===== config.mk =====
export PLATFORM = sky130hd
export DESIGN_NAME = bcd_timekeeper
export DESIGN_NICKNAME = d
export VERILOG_FILES = /design/src/rtl/bcd_timekeeper.sv
export SDC_FILE = /design/constraint.sdc
export NUM_CORES = 1
export LEC_CHECK = 0
export ABC_AREA = 1
export CORE_AREA = 4 4 75 77
export DETAILED_ROUTE_END_ITERATION = 10
export DIE_AREA = 0 0 79 81
export MAX_ROUTING_LAYER = met4
export PLACE_DENSITY_LB_ADDON = 0.12
export REMOVE_ABC_BUFFERS = 1
export SETUP_SLACK_MARGIN = 0.1
export SLEW_MARGIN = 10
export SYNTH_ARGS = -nofsm -noshare
export SYNTH_HDL_FRONTEND = slang
export SYNTH_SLANG_ARGS = --single-unit
export TNS_END_PERCENT = 30

===== constraint.sdc =====
create_clock -name clk -period 2 [get_ports clk]
set_input_delay 0.2 -clock clk [delete_from_list [all_inputs] [get_ports clk]]
set_output_delay 0.2 -clock clk [all_outputs]
set_load 0.01 [all_outputs]

===== src/rtl/bcd_timekeeper.sv =====
// -----------------------------------------------------------------------------
// bcd_timekeeper
//
// Purpose:
//   Generates hh:mm:ss as BCD digits for the VGA clock display. A seconds
//   prescaler divides the pixel clock down to 1 Hz. Cascaded BCD counters
//   handle seconds, minutes and hours. One-cycle adjust pulses step each field.
//   The minute-change strobe feeds the renderer's colour offset.
//
// Configuration:
//   TIMEKEEPER_12H_EN  defined   -> 12-hour mode (12,01..11,12) with pm flag;
//                                   reset time is 12:00:00, pm=0.
//                      undefined -> 24-hour mode (00..23); pm tied 0.
//
// Parameters:
//   CLK_HZ   pixel-clock cycles per second (>= 2)
//
// Ports:
//   clk       in   pixel clock, rising-edge active
//   reset_n   in   asynchronous active-low reset
//   adj_sec   in   increment seconds field (one step per cycle while high)
//   adj_min   in   increment minutes field
//   adj_hrs   in   increment hours field
//   sec_u/sec_d, min_u/min_d, hrs_u/hrs_d  out  BCD digits
//   pm        out  afternoon flag (12-hour mode only, else 0)
//   sec_tick  out  one-cycle strobe, coincident with the new seconds value
//   min_tick  out  one-cycle strobe, coincident with a new minutes value
//
// Every output comes straight from a flop.
// -----------------------------------------------------------------------------
module bcd_timekeeper #(
  parameter int unsigned CLK_HZ = 31_500_000
) (
  input  logic       clk,
  input  logic       reset_n,
  input  logic       adj_sec,
  input  logic       adj_min,
  input  logic       adj_hrs,
  output logic [3:0] sec_u,
  output logic [2:0] sec_d,
  output logic [3:0] min_u,
  output logic [2:0] min_d,
  output logic [3:0] hrs_u,
  output logic [1:0] hrs_d,
  output logic       pm,
  output logic       sec_tick,
  output logic       min_tick
);

  localparam int unsigned PW = (CLK_HZ > 1) ? $clog2(CLK_HZ) : 1;
  localparam logic [PW-1:0] PRE_LAST = PW'(CLK_HZ - 1);

`ifdef TIMEKEEPER_12H_EN
  localparam logic [1:0] HRS_D_RST = 2'd1;
  localparam logic [3:0] HRS_U_RST = 4'd2;
`else
  localparam logic [1:0] HRS_D_RST = 2'd0;
  localparam logic [3:0] HRS_U_RST = 4'd0;
`endif

  logic [PW-1:0] pre_q, pre_d;
  logic [3:0]    sec_u_q, sec_u_d;
  logic [2:0]    sec_d_q, sec_d_d;
  logic [3:0]    min_u_q, min_u_d;
  logic [2:0]    min_d_q, min_d_d;
  logic [3:0]    hrs_u_q, hrs_u_d;
  logic [1:0]    hrs_d_q, hrs_d_d;
  logic          sec_tick_q, min_tick_q;
`ifdef TIMEKEEPER_12H_EN
  logic          pm_q, pm_d;
`endif

  logic expire;
  logic inc_s, inc_m, inc_h;
  logic carry_s, carry_m;
  logic sec_at_59, min_at_59;

  // Carries only propagate from the prescaler path: an adjust pulse at 59
  // wraps its own field and leaves the next field alone.
  always_comb begin
    expire    = (pre_q == PRE_LAST);
    pre_d     = expire ? '0 : pre_q + 1'b1;

    sec_at_59 = (sec_d_q == 3'd5) && (sec_u_q == 4'd9);
    min_at_59 = (min_d_q == 3'd5) && (min_u_q == 4'd9);

    // Coincident sources are ORed so each field advances at most once a cycle.
    inc_s     = expire | adj_sec;
    carry_s   = expire & sec_at_59;
    inc_m     = carry_s | adj_min;
    carry_m   = carry_s & min_at_59;
    inc_h     = carry_m | adj_hrs;

    sec_u_d = sec_u_q;
    sec_d_d = sec_d_q;
    min_u_d = min_u_q;
    min_d_d = min_d_q;
    hrs_u_d = hrs_u_q;
    hrs_d_d = hrs_d_q;
`ifdef TIMEKEEPER_12H_EN
    pm_d    = pm_q;
`endif

    if (inc_s) begin
      if (sec_u_q == 4'd9) begin
        sec_u_d = 4'd0;
        sec_d_d = (sec_d_q == 3'd5) ? 3'd0 : sec_d_q + 3'd1;
      end else begin
        sec_u_d = sec_u_q + 4'd1;
      end
    end

    if (inc_m) begin
      if (min_u_q == 4'd9) begin
        min_u_d = 4'd0;
        min_d_d = (min_d_q == 3'd5) ? 3'd0 : min_d_q + 3'd1;
      end else begin
        min_u_d = min_u_q + 4'd1;
      end
    end

    if (inc_h) begin
`ifdef TIMEKEEPER_12H_EN
      if (hrs_d_q == 2'd1 && hrs_u_q == 4'd2) begin
        // 12 -> 01 keeps the meridiem
        hrs_d_d = 2'd0;
        hrs_u_d = 4'd1;
      end else if (hrs_d_q == 2'd1 && hrs_u_q == 4'd1) begin
        // 11 -> 12 crosses noon/midnight
        hrs_d_d = 2'd1;
        hrs_u_d = 4'd2;
        pm_d    = ~pm_q;
      end else if (hrs_u_q == 4'd9) begin
        hrs_d_d = 2'd1;
        hrs_u_d = 4'd0;
      end else begin
        hrs_u_d = hrs_u_q + 4'd1;
      end
`else
      if (hrs_d_q == 2'd2 && hrs_u_q == 4'd3) begin
        hrs_d_d = 2'd0;
        hrs_u_d = 4'd0;
      end else if (hrs_u_q == 4'd9) begin
        hrs_d_d = hrs_d_q + 2'd1;
        hrs_u_d = 4'd0;
      end else begin
        hrs_u_d = hrs_u_q + 4'd1;
      end
`endif
    end
  end

  always_ff @(posedge clk or negedge reset_n) begin
    if (!reset_n) begin
      pre_q      <= '0;
      sec_u_q    <= 4'd0;
      sec_d_q    <= 3'd0;
      min_u_q    <= 4'd0;
      min_d_q    <= 3'd0;
      hrs_u_q    <= HRS_U_RST;
      hrs_d_q    <= HRS_D_RST;
      sec_tick_q <= 1'b0;
      min_tick_q <= 1'b0;
`ifdef TIMEKEEPER_12H_EN
      pm_q       <= 1'b0;
`endif
    end else begin
      pre_q      <= pre_d;
      sec_u_q    <= sec_u_d;
      sec_d_q    <= sec_d_d;
      min_u_q    <= min_u_d;
      min_d_q    <= min_d_d;
      hrs_u_q    <= hrs_u_d;
      hrs_d_q    <= hrs_d_d;
      sec_tick_q <= expire;
      // Every minutes increment changes the value, so the strobe is inc_m.
      min_tick_q <= inc_m;
`ifdef TIMEKEEPER_12H_EN
      pm_q       <= pm_d;
`endif
    end
  end

  assign sec_u    = sec_u_q;
  assign sec_d    = sec_d_q;
  assign min_u    = min_u_q;
  assign min_d    = min_d_q;
  assign hrs_u    = hrs_u_q;
  assign hrs_d    = hrs_d_q;
  assign sec_tick = sec_tick_q;
  assign min_tick = min_tick_q;
`ifdef TIMEKEEPER_12H_EN
  assign pm       = pm_q;
`else
  assign pm       = 1'b0;
`endif

endmodule


==> summary.md <==
| Metric | Value |
|---|---|
| Power Density | 905 mW/mm^2 |
| Final Util | 63.0% |
| Drt wl/cell | 13.0 um |
| Post-synthesis xor/xnor area fraction | about 5.5% |
| Startpoint types | register |
| Synth top cells by count | nand2_1, inv_1, dfrtp_1 |
| GR Overflow Total | 0 |
| Non-Filler Instances | 459 |
| Ys async rst share | 100% |
| Post-synthesis simple-gate area fraction | a little over a third |
| Clock skew | 6.06 ps |
| CP peak stage delay | 380 ps |
| Most used cell along the critical path | nand2_1 |
| Multi-input gate area | 0.00132 sq mm |
| Crit end category | register |
| Largest family of logic cells by synthesized area | simple AND/OR/NAND/NOR gates |
| Final Max Tran Viols | 0 |
| Initial core utilization | 54.4% |
| DRC viols | 0 |
| Via/cell ratio | 5.24 |
| FF-to-FF Start | pre_q[0] |
| FF-to-FF path depth | 10 |
| Minimum clock period | 1780 ps |
| Worst Setup Path Type | reg2reg |
| CTS max path bufs | 2 |
| Placed inst area | 0.00307 sq mm |
| Final period utilization | 89.1% |
| Area Overhead vs Synth | 15.7% |
| Nets | 398 |
| H-tree Lvls | 2 |
| Reg clk slew, reported paths | about 80 ps |
| Final Hold Fails | 0 |
| Fmax | about 560 MHz |
| Share of cells above drive strength 1 | about 7.5% |
| Synthesized flop and latch total | 47 |
| Adder-cell share of the synthesized area | 1.38% |
| Worst endpoint required time | 2190 ps |
| Top cells by area, synth | dfrtp_1, nand2_1, inv_1 |
| FF-to-FF setup slack | 220 ps |
| Post-Synthesis Cells | 357 |
| Die area | 0.00640 sq mm |
| Worst skew pair latency | 290 ps |
| CP delay by family, top | simple AND/OR/NAND/NOR gates |
| WP buf/inv | 0 |
| # diodes | 0 |
| Post-DP HPWL | 4.62 mm |
| Io pins | 28 |
| Sum Neg Setup Slack | 0 ps |
| Fin area | ~0.0032 sq mm |
| Crit-path cells | ha_1, nand2_1, nor2_4, nand3_2, nor2_8, nand3_4, nand2_4, nand2_2, nand2_1, nand2_1 |
| Run status | finished clean |
| First-pass GRT wire length | 10.5 mm |
| Row cnt | 26 |
| Leak pwr | 1.51 nW |
| Post-synth EDFFs | 0 |
| Largest net degree at the start of global routing | 26 |
| Worst path slowest cell | dfrtp_1 |
| Mux cell area share after synthesis | 0% |
| FF-to-FF End | hrs_d[1] |
| FF/Latch Area | between 0.001 and 0.0015 sq mm |
| Max Cap Violations | 0 |
| Initial antenna violation count | 0 |
| Crit-path max FO | 9 |
| Max-slew headroom | 65.0% |
| Synth Area in Compound Gates | under 10% |
| Port bufs | 26 |
| Final setup fails | 0 |
| Design Power | between 2 and 3 mW |
| Die height | 81 um |
| Most common cell in the synthesized netlist | nand2_1 |
| Critical Path Source | pre_q[0] |
| Post-DRT Antenna Nets | 0 |
| Worst EP arrival | 1970 ps |
| Final WL | 5.98 mm |
| Vias in the first global route | 2,300 |
| Drt first-iter violations | 183 |
| Core Area | 0.00501 sq mm |
| Fillers | 477 |
| Main flop type after synthesis | dfrtp_1 |
| CTS tree | yes |
| Top cell type by total area after synthesis | dfrtp_1 |
| Post-synthesis average cell area | 7.63 sq um |
| Min-delay worst type | in2async |
| Worst-Margin Slew | 525 ps |
| Post-synth cell types | 30 |
| Root buffer cell | clkbuf_8 |
| Placed cells | 452 |
| Yosys Warn Count | 0 |
| Sequential share of the synthesized area | 43.2% |
| Share of the synthesized area in the top cell type | 43.2% |
| Clock Sinks | 47 |
| Die width | 79 um |
| Gr usage total | 21.6% |
| RD Place Congestion | slightly below 1 |
| RSZ-0062 raised after global routing | true |
| VDD IR max | 577 uV |
| Num CTS Buffers | 5 |
| Via count | 2,407 |
| DR pass1 iterations | 4 |
| Mapped Area | around 0.0027 sq mm |
## where the power goes
part | switching (mW) | internal [mW] | total [mW]
logic | 0.479 | 0.516 | 0.995
clock network | 0.288 | 0.233 | 0.521
registers | 0.215 | 1.12 | 1.34
total | 0.982 | 1.87 | 2.85
## worst max-delay path by stage
| stage | endpoint | slack, ps | cells after the start |
|---|---|---|---|
| 5_1_grt | hrs_d[1] | 40 | 10 |
| 3_3_place_gp | min_d[1] | 250 | 10 |
| 6_report | hrs_d[1] | 220 | 10 |
| 3_5_place_dp | min_d[0] | 190 | 10 |
| 4_1_cts | min_d[2] | 160 | 10 |
| 2_1_floorplan | hrs_d[1] | 410 | 10 |
## per-stage QoR
stage / hold WS [ps] / setup slack (ps)
after detailed placement: 210 / 185
final: 412 / 218
after global routing: 454 / 36.2
after global placement: 214 / 245
after CTS: 438 / 155
after floorplan: -95.6 / 414
## cells in the final DEF (no fill, tap or decap), types with 2 or more instances in the layout
cell,Yosys,layout
nand2_1,79,78
inv_2,3,3
nor3_1,16,16
inv_1,51,51
xor2_1,14,14
and3_1,2,2
dfrtp_1,47,47
ha_1,3,3
nand4_1,10,10
nand2_2,3,4
nor4_1,2,2
nor2_2,3,3
clkdlybuf4s50_1,0,25
nor3_2,3,3
o21ai_0,17,17
nor2_1,41,41
nand3_1,35,35
nand3b_1,4,4
nor2_4,3,3
clkbuf_8,0,5
xnor2_1,3,3
a21oi_1,7,7
## layout make-up
class / count / area share, %
inverters: 54 / 6.43
multi-input cells: 253 / 41.9
well taps: 70 / 2.78
clock buffers: 6 / 2.30
repair buffers: 29 / 9.28
flip-flops and latches: 47 / 37.3
## what timing repair did
item                                    4_1_cts  5_1_grt
setup buffers                                 0        0
endpoints found under the hold margin        22        0
hold buffers                                  1        0
resized for setup                             0        1
endpoints found under the setup margin        0       13
## registers in the layout, indices dropped and copies added, names as in the netlist
signal / cells
min_tick: 1
sec_d: 3
sec_u: 4
sec_tick: 1
hrs_u: 4
min_d: 3
pre_q: 25
min_u: 4
hrs_d: 2
## metal layers
layer  vias up  GRT usage [%]  wire length, um
li1       1210              -                -
met1      1108           29.0             2830
met2        72           32.7             2740
met3        17           3.99              254
met4         0           8.42              145
met5         -              -                0
## kinds of logic (layout without fill, tap and decap cells)
group,Yosys count,after routing
other cells,1,1
flops,47,47
xor+xnor,17,17
simple gates,205,205
fa+ha+maj,3,3
compound gates,27,27
buf+inv,57,89
Note: power is estimated with default switching activity, not from simulation.
